**src/rtl/ising_logic_pkg.sv**
```systemverilog
// Shared definitions for the Ising core control front end: register offsets,
// CTRL/STATUS bit positions, the job sequencer states and the address decoder.
package ising_logic_pkg;

    localparam logic [7:0] REG_CTRL     = 8'h00;
    localparam logic [7:0] REG_STATUS   = 8'h04;
    localparam logic [7:0] REG_NUM_ITER = 8'h08;
    localparam logic [7:0] REG_ITER_CNT = 8'h0C;
    localparam logic [7:0] REG_BEST_E   = 8'h10;
    localparam logic [7:0] REG_PERF_CYC = 8'h14;

    localparam int CTRL_START_BIT     = 0;
    localparam int CTRL_ABORT_BIT     = 1;
    localparam int CTRL_IRQ_EN_BIT    = 2;
    localparam int STATUS_BUSY_BIT    = 0;
    localparam int STATUS_DONE_BIT    = 1;
    localparam int STATUS_ABORTED_BIT = 2;

    typedef enum logic [2:0] {
        ST_IDLE  = 3'd0,
        ST_LOAD  = 3'd1,
        ST_ISSUE = 3'd2,
        ST_WAIT  = 3'd3,
        ST_FIN   = 3'd4
    } ctrl_state_e;

    // One-hot register select; all-zero means the address is unmapped.
    typedef struct packed {
        logic ctrl;
        logic status;
        logic num_iter;
        logic iter_cnt;
        logic best_e;
        logic perf_cyc;
    } reg_sel_t;

    function automatic reg_sel_t decode_addr(input logic [31:0] addr);
        reg_sel_t sel;
        sel = '0;
        case (addr)
            32'(REG_CTRL):     sel.ctrl     = 1'b1;
            32'(REG_STATUS):   sel.status   = 1'b1;
            32'(REG_NUM_ITER): sel.num_iter = 1'b1;
            32'(REG_ITER_CNT): sel.iter_cnt = 1'b1;
            32'(REG_BEST_E):   sel.best_e   = 1'b1;
            32'(REG_PERF_CYC): sel.perf_cyc = 1'b1;
            default:           sel          = '0;
        endcase
        return sel;
    endfunction

    function automatic logic is_mapped(input reg_sel_t sel);
        return |sel;
    endfunction

    function automatic logic is_read_only(input reg_sel_t sel);
        return sel.iter_cnt | sel.best_e | sel.perf_cyc;
    endfunction

endpackage

```
**src/rtl/ising_energy_min_tracker.sv**
```systemverilog
// Running signed minimum of the energies reported by the core; clears to the
// largest positive value so the first reported energy always wins.
module ising_energy_min_tracker #(
    parameter int EnergyWidth = 24
) (
    input  logic                          i_clk,
    input  logic                          i_rst,
    input  logic                          i_clear,
    input  logic                          i_update,
    input  logic signed [EnergyWidth-1:0] i_energy,
    output logic signed [EnergyWidth-1:0] o_best
);

    localparam logic signed [EnergyWidth-1:0] MaxPos = {1'b0, {(EnergyWidth-1){1'b1}}};

    logic signed [EnergyWidth-1:0] r_best;

    // NOTE: state registers use non-blocking assignment so every flop samples pre-edge values.
    always_ff @(posedge i_clk) begin
        if (i_rst || i_clear) begin
            r_best <= MaxPos;
        end else if (i_update && (i_energy < r_best)) begin
            r_best <= i_energy;
        end
    end

    assign o_best = r_best;

endmodule

```
**src/rtl/ising_core_ctrl_regs.sv**
```systemverilog
// Register front end and job sequencer for one Ising core (load, then N iterations).
// Optional cycle counter at 0x14 is built when ISING_CORE_CTRL_PERF_EN is defined.
module ising_core_ctrl_regs #(
    parameter int AddrWidth   = 8,
    parameter int DataWidth   = 32,
    parameter int IterWidth   = 16,
    parameter int EnergyWidth = 24
) (
    input  logic                          clk_i,
    input  logic                          rst_i,
    input  logic                          reg_valid_i,
    input  logic                          reg_write_i,
    input  logic [AddrWidth-1:0]          reg_addr_i,
    input  logic [DataWidth-1:0]          reg_wdata_i,
    input  logic [DataWidth/8-1:0]        reg_wstrb_i,
    output logic                          reg_ready_o,
    output logic [DataWidth-1:0]          reg_rdata_o,
    output logic                          reg_error_o,
    output logic                          core_load_o,
    input  logic                          core_load_ack_i,
    output logic                          core_iter_start_o,
    input  logic                          core_iter_done_i,
    input  logic signed [EnergyWidth-1:0] core_energy_i,
    output logic                          core_abort_o,
    output logic                          irq_o
);

    import ising_logic_pkg::*;

    localparam int StrbWidth = DataWidth / 8;

    ctrl_state_e            r_state;
    logic                   r_irq_en;
    logic                   r_done;
    logic                   r_aborted;
    logic [IterWidth-1:0]   r_num_iter;
    logic [IterWidth-1:0]   r_iter_cnt;
    logic                   r_core_load;
    logic                   r_iter_start;
    logic                   r_core_abort;
    logic                   r_irq;

    reg_sel_t                      w_sel;
    logic                          w_busy;
    logic                          w_ctrl_act;
    logic                          w_err;
    logic                          w_wr_ok;
    logic                          w_start;
    logic                          w_abort;
    logic                          w_best_update;
    logic [DataWidth-1:0]          w_wmask;
    logic [IterWidth-1:0]          w_num_iter_next;
    logic [IterWidth-1:0]          w_iter_cnt_inc;
    logic [DataWidth-1:0]          w_rdata;
    logic [31:0]                   w_perf_rdata;
    logic signed [EnergyWidth-1:0] w_best;
    logic                          w_unused_bits;

    assign w_sel      = decode_addr(32'(reg_addr_i));
    assign w_busy     = (r_state != ST_IDLE);
    assign w_ctrl_act = w_sel.ctrl & reg_wstrb_i[0];

    // A rejected write has no side effect at all, including the IRQ_EN bit of CTRL.
    assign w_err = reg_valid_i &
                   (~is_mapped(w_sel) |
                    (reg_write_i & (is_read_only(w_sel) |
                                    (w_busy & (w_sel.num_iter |
                                               (w_ctrl_act & reg_wdata_i[CTRL_START_BIT]))))));

    assign w_wr_ok = reg_valid_i & reg_write_i & ~w_err;
    assign w_start = w_wr_ok & w_ctrl_act & reg_wdata_i[CTRL_START_BIT];
    assign w_abort = w_wr_ok & w_ctrl_act & reg_wdata_i[CTRL_ABORT_BIT] & w_busy;

    assign w_best_update  = (r_state == ST_WAIT) & core_iter_done_i & ~w_abort;
    assign w_iter_cnt_inc = (r_iter_cnt == '1) ? r_iter_cnt : r_iter_cnt + IterWidth'(1);

    always_comb begin
        w_wmask = '0;
        for (int b = 0; b < StrbWidth; b++) begin
            w_wmask[8*b +: 8] = {8{reg_wstrb_i[b]}};
        end
        w_num_iter_next = (r_num_iter & ~w_wmask[IterWidth-1:0]) |
                          (reg_wdata_i[IterWidth-1:0] & w_wmask[IterWidth-1:0]);
    end

    assign w_unused_bits = ^{reg_wdata_i[DataWidth-1:IterWidth], w_wmask[DataWidth-1:IterWidth]};

    // NOTE: default assignment first so no path leaves w_rdata unassigned (no latch).
    always_comb begin
        w_rdata = '0;
        if (reg_valid_i && !reg_write_i) begin
            if (w_sel.ctrl) begin
                w_rdata[CTRL_IRQ_EN_BIT] = r_irq_en;
            end
            if (w_sel.status) begin
                w_rdata[STATUS_BUSY_BIT]    = w_busy;
                w_rdata[STATUS_DONE_BIT]    = r_done;
                w_rdata[STATUS_ABORTED_BIT] = r_aborted;
            end
            if (w_sel.num_iter) begin
                w_rdata[IterWidth-1:0] = r_num_iter;
            end
            if (w_sel.iter_cnt) begin
                w_rdata[IterWidth-1:0] = r_iter_cnt;
            end
            if (w_sel.best_e) begin
                w_rdata = {{(DataWidth-EnergyWidth){w_best[EnergyWidth-1]}}, w_best};
            end
            if (w_sel.perf_cyc) begin
                w_rdata = DataWidth'(w_perf_rdata);
            end
        end
    end

    ising_energy_min_tracker #(
        .EnergyWidth(EnergyWidth)
    ) u_min_tracker (
        .i_clk    (clk_i),
        .i_rst    (rst_i),
        .i_clear  (w_start),
        .i_update (w_best_update),
        .i_energy (core_energy_i),
        .o_best   (w_best)
    );

    always_ff @(posedge clk_i) begin
        if (rst_i) begin
            r_state      <= ST_IDLE;
            r_irq_en     <= 1'b0;
            r_done       <= 1'b0;
            r_aborted    <= 1'b0;
            r_num_iter   <= '0;
            r_iter_cnt   <= '0;
            r_core_load  <= 1'b0;
            r_iter_start <= 1'b0;
            r_core_abort <= 1'b0;
            r_irq        <= 1'b0;
        end else begin
            r_core_abort <= 1'b0;
            r_iter_start <= 1'b0;
            r_irq        <= r_irq_en & (r_done | r_aborted);

            if (w_wr_ok && w_ctrl_act) begin
                r_irq_en <= reg_wdata_i[CTRL_IRQ_EN_BIT];
            end
            if (w_wr_ok && w_sel.num_iter) begin
                r_num_iter <= w_num_iter_next;
            end
            if (w_wr_ok && w_sel.status && reg_wstrb_i[0]) begin
                if (reg_wdata_i[STATUS_DONE_BIT])    r_done    <= 1'b0;
                if (reg_wdata_i[STATUS_ABORTED_BIT]) r_aborted <= 1'b0;
            end

            // Abort outranks a same-cycle load ack or iteration done.
            if (w_abort) begin
                r_state      <= ST_IDLE;
                r_core_load  <= 1'b0;
                r_core_abort <= 1'b1;
                r_aborted    <= 1'b1;
            end else begin
                case (r_state)
                    ST_IDLE: begin
                        if (w_start) begin
                            r_iter_cnt <= '0;
                            r_aborted  <= 1'b0;
                            if (r_num_iter == '0) begin
                                r_done <= 1'b1;
                            end else begin
                                r_done      <= 1'b0;
                                r_core_load <= 1'b1;
                                r_state     <= ST_LOAD;
                            end
                        end
                    end
                    ST_LOAD: begin
                        if (core_load_ack_i) begin
                            r_core_load  <= 1'b0;
                            r_iter_start <= 1'b1;
                            r_state      <= ST_ISSUE;
                        end
                    end
                    ST_ISSUE: begin
                        r_state <= ST_WAIT;
                    end
                    ST_WAIT: begin
                        if (core_iter_done_i) begin
                            r_iter_cnt <= w_iter_cnt_inc;
                            if (w_iter_cnt_inc == r_num_iter) begin
                                r_state <= ST_FIN;
                            end else begin
                                r_iter_start <= 1'b1;
                                r_state      <= ST_ISSUE;
                            end
                        end
                    end
                    ST_FIN: begin
                        r_done  <= 1'b1;
                        r_state <= ST_IDLE;
                    end
                    default: begin
                        r_state <= ST_IDLE;
                    end
                endcase
            end
        end
    end

`ifdef ISING_CORE_CTRL_PERF_EN
    logic [31:0] r_perf_cyc;

    always_ff @(posedge clk_i) begin
        if (rst_i || w_start) begin
            r_perf_cyc <= '0;
        end else if (w_busy && (r_perf_cyc != '1)) begin
            r_perf_cyc <= r_perf_cyc + 32'd1;
        end
    end

    assign w_perf_rdata = r_perf_cyc;
`else
    assign w_perf_rdata = '0;
`endif

    assign reg_ready_o       = reg_valid_i;
    assign reg_rdata_o       = w_rdata;
    assign reg_error_o       = w_err;
    assign core_load_o       = r_core_load;
    assign core_iter_start_o = r_iter_start;
    assign core_abort_o      = r_core_abort;
    assign irq_o             = r_irq;

endmodule

```
**config.mk**
```make
export PLATFORM = sky130hd
export DESIGN_NAME = ising_core_ctrl_regs
export DESIGN_NICKNAME = d
export VERILOG_FILES = /design/src/rtl/ising_logic_pkg.sv /design/src/rtl/ising_energy_min_tracker.sv /design/src/rtl/ising_core_ctrl_regs.sv
export SDC_FILE = /design/constraint.sdc
export NUM_CORES = 1
export LEC_CHECK = 0
export BUFFER_PORTS_ARGS = -buffer_cell sky130_fd_sc_hd__buf_2
export CORE_ASPECT_RATIO = 0.6
export CORE_UTILIZATION = 50
export CTS_CLUSTER_SIZE = 14
export DETAILED_ROUTE_END_ITERATION = 8
export HOLD_SLACK_MARGIN = 0.05
export PLACE_DENSITY = 0.86
export SYNTH_ARGS = -nofsm -noshare
export SYNTH_HDL_FRONTEND = slang
export SYNTH_SLANG_ARGS = --single-unit
```
**constraint.sdc**
```tcl
create_clock -name clk_i -period 2.4 [get_ports clk_i]
set_input_delay 0.12 -clock clk_i [delete_from_list [all_inputs] [get_ports clk_i]]
set_output_delay 0.12 -clock clk_i [all_outputs]
set_load 0.01 [all_outputs]
```
======== Yosys cells after proc, flatten, opt, wreduce, memory -nomap -nowiden ========
Index checks and enable logic that the tools add are counted.
word-level totals
  register bits after elaboration ......... 66
  output and inout port bits .............. 38
  word-level logic and storage cells ...... 117
operators by class
  add/subtract/negate cells ............... 1
  magnitude comparators ................... 1
  eq/ne operators ......................... 15
  multiplexer cells ....................... 43
  bitwise operators ....................... 27
  reduce and logical (&&, ||, !) cells .... 19
operators by type and width
  kind                   number
  $mux 32                3
  $mux 16                5
  $and 16x16->16         2
  $pmux 16 s2            1
  $lt 24x24->1           1
  $mux 1                 24
  $mux 3                 6
  $add 16x1->16 const B  1
  $eq 16x16->1           1
  $eq 16x16->1 const B   1
  $eq 8x4->1 const B     2
  $eq 8x5->1 const B     2
  $logic_not 16->1       1
  $not 16->16            1
  $or 16x16->16          1
  $and 1x1->1            14
  $pmux 3 s4             1
  $reduce_and 4->1       3
  $eq 8x3->1 const B     1
  $logic_not 8->1        1
  $eq 3x2->1 const B     2
  $logic_and 1x1->1      6
  $ne 2x2->1 const B     3
  $or 1x1->1             6
  12 further kinds       17

======== Logic depth before layout (Yosys ltp) ========
  word-level depth ........................ 18
  mapped depth ............................ 10

======== Hierarchy ========
Synthesis repeated with hierarchy kept, for this count alone.
unflattened totals
  cells, all modules ...................... 675
  area, all modules ....................... 5223.8 sq um
modules (own cells, without submodules)
  module                    instances  cells each  area an instance (sq um)  sequential area each (sq um)
  ising_core_ctrl_regs      1          486         3653.5                    840.8
  ising_energy_min_tracker  1          189         1570.3                    480.5

======== Least setup slack after synthesis ========
OpenSTA, ideal clock, no wires.
  kind .................................... register to register
  start point ............................. register r_iter_cnt[1]
  end point ............................... register r_state[1]
  library setup time ...................... 0.138 ns
  data arrival time ....................... 2.250 ns
  data required time ...................... 2.262 ns
  path slack .............................. 0.013 ns
  stages on the path, launching flop included .. 10
  path buffers ............................ 1
  clock period less this slack ............ 2.387 ns
  cells stage by stage .................... dfxtp_1 > ha_1 > clkbuf_1 > nand4_1 > nor4_1 > nand2_1 > o211ai_1 > o31ai_1 > nor4_1 > a211oi_1
on the way
  longest elaborated chain between the ends .. 6
  elaborated cells on any way between the ends .. 7
  those cells by class .................... 1 x add/sub; 2 x eq/ne; 4 x mux
ends and longest elaborated chain
  what                                           line                         RTL
  from (decl)                                    ising_core_ctrl_regs.sv:37   logic [IterWidth-1:0] r_iter_cnt;
  from (signal assigned)                         ising_core_ctrl_regs.sv:187  r_iter_cnt <= w_iter_cnt_inc;
  $add 16x1->16 or $eq 16x16->1 (tied branches)  ising_core_ctrl_regs.sv:75   assign w_iter_cnt_inc = (r_iter_cnt == '1) ? r_iter_cnt : r_iter_cnt + IterWidth'(1);
  $mux 16 (*)                                    ising_core_ctrl_regs.sv:75
  $eq 16x16->1 (*)                               ising_core_ctrl_regs.sv:188  if (w_iter_cnt_inc == r_num_iter) begin
  $mux 3 (*)                                     ising_core_ctrl_regs.sv:188
  $mux 3 (*)                                     ising_core_ctrl_regs.sv:186  if (core_iter_done_i) begin
  $pmux 3 s4 (*)                                 ising_core_ctrl_regs.sv:161  case (r_state)
  to (signal assigned)                           ising_core_ctrl_regs.sv:183  r_state <= ST_WAIT;
  to (signal assigned)                           ising_core_ctrl_regs.sv:189  r_state <= ST_FIN;
  to (signal assigned)                           ising_core_ctrl_regs.sv:192  r_state <= ST_ISSUE;
  to (decl)                                      ising_core_ctrl_regs.sv:32   ctrl_state_e r_state;
Mark *: on every way between the ends. The rest lies on a longest branch, timed or not. The select of a mux whose other input is x is not followed.
A chain may end at the register's enable or synchronous reset.

======== Worst setup path in the final report ========
  start point ............................. register u_min_tracker.r_best[17], in the netlist u_min_tracker.o_best[17]
  end point ............................... register u_min_tracker.r_best[19], in the netlist u_min_tracker.o_best[19]
on the way
  longest elaborated chain between the ends .. 2
ends and longest elaborated chain
  what                    line                            RTL
  from (decl)             ising_energy_min_tracker.sv:16  logic signed [EnergyWidth-1:0] r_best;
  from (signal assigned)  ising_energy_min_tracker.sv:21  r_best <= MaxPos;
  from (signal assigned)  ising_energy_min_tracker.sv:23  r_best <= i_energy;
  $lt 24x24->1            ising_energy_min_tracker.sv:22  end else if (i_update && (i_energy < r_best)) begin
  $logic_and 1x1->1       ising_energy_min_tracker.sv:22
No other way between the ends.

==> summary.md <==
| Metric | Value |
|---|---|
| Status | finished with violations |
| Failing checks | setup timing |
| Yosys top cell area share | 0.265 |
| Post-DP Area | 6040 um2 |
| WL/cell | 24.9 um |
| Hold WC Path Type | input port to flop |
| Biggest area consumer among synthesized cells | dfxtp_1 |
| CTS Buffer Depth | 2 |
| YS warnings | 0 |
| All-Layer GR Usage | 0.411 |
| Hold Violations, Final | 0 |
| Power density over the cells | 378 nW/um2 |
| Via density | 6.94 |
| Setup Skew | 0.00496 ns |
| Starting density of the core | 0.528 |
| Fill count | 600 |
| Max_cap viols | 0 |
| Total power | 0.00273 W |
| Worst-Skew Late Latency | 0.34 ns |
| Synth top area cells | dfxtp_1 (27%), ha_1 (6.0%), nor2_1 (5.7%) |
| Max FO, Critical Path | 9 |
| Syn Inst Count | 626 |
| Core Area | 9430 um2 |
| Die span in x | 131 um |
| Crit-path max cell delay | 0.36 ns |
| Final Max Tran Viols | 0 |
| Worst path bufs/invs | 3 |
| Synth Register Bits | 66 |
| Dominant synthesized flop cell | dfxtp_1 |
| # diodes | 0 |
| H-Tree Depth | 3 |
| 1st-pass router iterations | 7 |
| Final period util | 1.18 |
| Setup WS pre-CTS | -0.255 ns |
| Inserted Clock Buffers | 9 |
| Critical Path RT | 2.59 ns |
| Largest net degree at the start of global routing | 40 |
| Initial antenna violation count | 0 |
| Area of the die | 10400 um2 |
| Reg clk slew, reported paths | 0.06 ns |
| Synth-to-Final Area Change | 45.1% |
| Via Count | 6565 |
| Arrival time at the worst endpoint | 3.01 ns |
| Crit Path Class | flop to flop |
| Crit path max-delay cell type | o2111ai_4 |
| Cell mode on critical path | o211ai_1 |
| Final setup fails | 27 |
| Post-route setup slack | -0.424 ns |
| Syn Nets | 724 |
| Achievable Freq | 354 MHz |
| CP Capture Type | flop |
| Total congestion overflow | 0 |
| Async S/R FF share, synth | 0 |
| Num rows | 27 |
| Root Buffer | clkbuf_16 |
| Remaining DRCs | 0 |
| Final Net Count | 909 |
| Detailed placer's ending HPWL | 14000 um |
| Leakage dissipation | 3.11 nW |
| Hold_ws | 0.0569 ns |
| DR iter-0 viols | 1110 |
| Routed WL | 23600 um |
| Final Util | 0.767 |
| Count of different cell masters after synthesis | 76 |
| CTS tree | yes |
| Least-Margin Pin Slew | 0.887 ns |
| CP delay by family, top | compound AO/OA/AOI/OAI gates |
| Clk sink count | 66 |
| RSZ-0062 raised after global routing | yes |
| Startpoint type of the worst setup path | flop |
| Register area share after synthesis | 0.265 |
| Post-synth EDFFs | 0 |
| Mapped Area | 4980 um2 |
| Buffers on Ports | 93 |
| VDD IR max | 0.000330 V |
| Share of layout cells above drive strength 1 | 0.404 |
| Mean Syn Cell Area | 7.95 um2 |
| Top-Level Pins | 112 |
| First-pass GRT wire length | 31900 um |
| CP Cell Sequence | inv_1, ha_1, a21o_1, a211oi_2, o21ai_1, o211ai_1, o2111ai_4, nand2_4, buf_4, buf_12, o211ai_1 |
| Max-slew headroom | 0.409 |
| Die Height | 79.3 um |
| Final critical-path required period | 2.82 ns |
| Design area | 7230 um2 |
| Gpl congestion | 0.974 |
| Post-route ant nets | 0 |
| Vias in the first global route | 5936 |
what timing repair did:
action,CTS,global route
gates cloned,2,2
pin swaps,10,24
endpoints found under the setup margin,17,64
buffers inserted,7,9
hold endpoints to repair,19,5
resized for setup,22,83
hold buffers,19,5
cells in the final DEF (no fill, tap or decap), types with 9 or more instances in the layout:
cell | synthesis | layout
nand3_1 | 16 | 14
nand4_1 | 10 | 10
o21ai_0 | 21 | 16
o21ai_1 | 20 | 10
buf_4 | 12 | 91
buf_6 | 5 | 12
mux2i_1 | 24 | 24
nor3_1 | 12 | 10
inv_1 | 26 | 23
nor2_1 | 76 | 75
dfxtp_2 | 0 | 14
a21oi_1 | 49 | 49
o211ai_1 | 13 | 13
buf_2 | 10 | 94
xnor2_1 | 10 | 10
a22oi_1 | 16 | 16
nand2_1 | 30 | 30
o211ai_2 | 14 | 14
dlygate4sd3_1 | 0 | 24
dfxtp_1 | 66 | 51
ha_1 | 24 | 18
clkbuf_16 | 0 | 9
o21ai_2 | 1 | 15
report_power, final:
part	leakage [nW]	internal (W)	switching [W]
clock	0.145	0.000860	0.000539
sequential	0.534	0.00109	0.000000187
combinational	2.43	0.000102	0.000136
total	3.11	0.00206	0.000675
final timing paths:
check / start / cells after the start / slack (ns) / end
setup reg to reg: u_min_tracker.o_best[17]$_SDFFE_PP1P_ / 11 / -0.42 / u_min_tracker.o_best[19]$_SDFFE_PP1P_
hold reg to reg: core_load_o$_SDFFE_PP0P_ / 2 / 0.46 / core_load_o$_SDFFE_PP0P_
hold / removal: core_energy_i[13] / 3 / 0.06 / u_min_tracker.o_best[13]$_SDFFE_PP1P_
setup / recovery: u_min_tracker.o_best[17]$_SDFFE_PP1P_ / 11 / -0.42 / u_min_tracker.o_best[19]$_SDFFE_PP1P_
cells by family after synthesis:
logic type      synth area share
fa+ha+maj                 0.0603
compound gates             0.264
mux                       0.0528
buf+inv                   0.0799
flops                      0.265
simple gates               0.251
xor+xnor                  0.0264
area by class of cell:
cell class | count | area (um2) | area share
multi-input cells | 482 | 3670 | 0.509
clock inverters | 4 | 50.0 | 0.00693
repair buffers | 226 | 1640 | 0.227
well taps | 130 | 163 | 0.0225
inverters | 26 | 97.6 | 0.0135
clock buffers | 12 | 256 | 0.0355
flip-flops and latches | 66 | 1340 | 0.186
metrics by stage:
stage	TNS, ns	instances
finish	-8.17	946
global route	-9.64	946
detailed placement	-1.67	886
global placement	-1.25	886
CTS	-0.0113	930
floorplan	0	626
cells in the mapped netlist, types with 7 or more instances:
cell type   n
a211oi_1   10
a21oi_1    49
a22oi_1    16
and2_1     10
and3_1      7
buf_2      10
buf_4      12
clkbuf_1   22
dfxtp_1    66
ha_1       24
inv_1      26
mux2i_1    24
nand2_1    30
nand2b_1    7
nand3_1    16
nand4_1    10
nor2_1     76
nor3_1     12
nor4_1     14
o211ai_1   13
o211ai_2   14
o21ai_0    21
o21ai_1    20
xnor2_1    10
worst register-to-register path: cells and delay by family, from the launching register on:
| kind | cells | cell delay (ns) |
|---|---|---|
| flip-flops | 1 | 0.34 |
| adder cells (fa/ha/maj) | 1 | 0.31 |
| AO/OA/AOI/OAI | 6 | 1.49 |
| AND/OR/NAND/NOR | 1 | 0.19 |
| buffers and inverters | 3 | 0.34 |
metal layers:
metal	vias to the layer above	GRT usage	routed length (um)
li1	2668	-	-
met2	697	0.632	9620
met3	207	0.110	3590
met4	0	0.185	1660
met1	2993	0.535	8690
met5	-	0	0
Note: power is estimated with default switching activity, not from simulation.
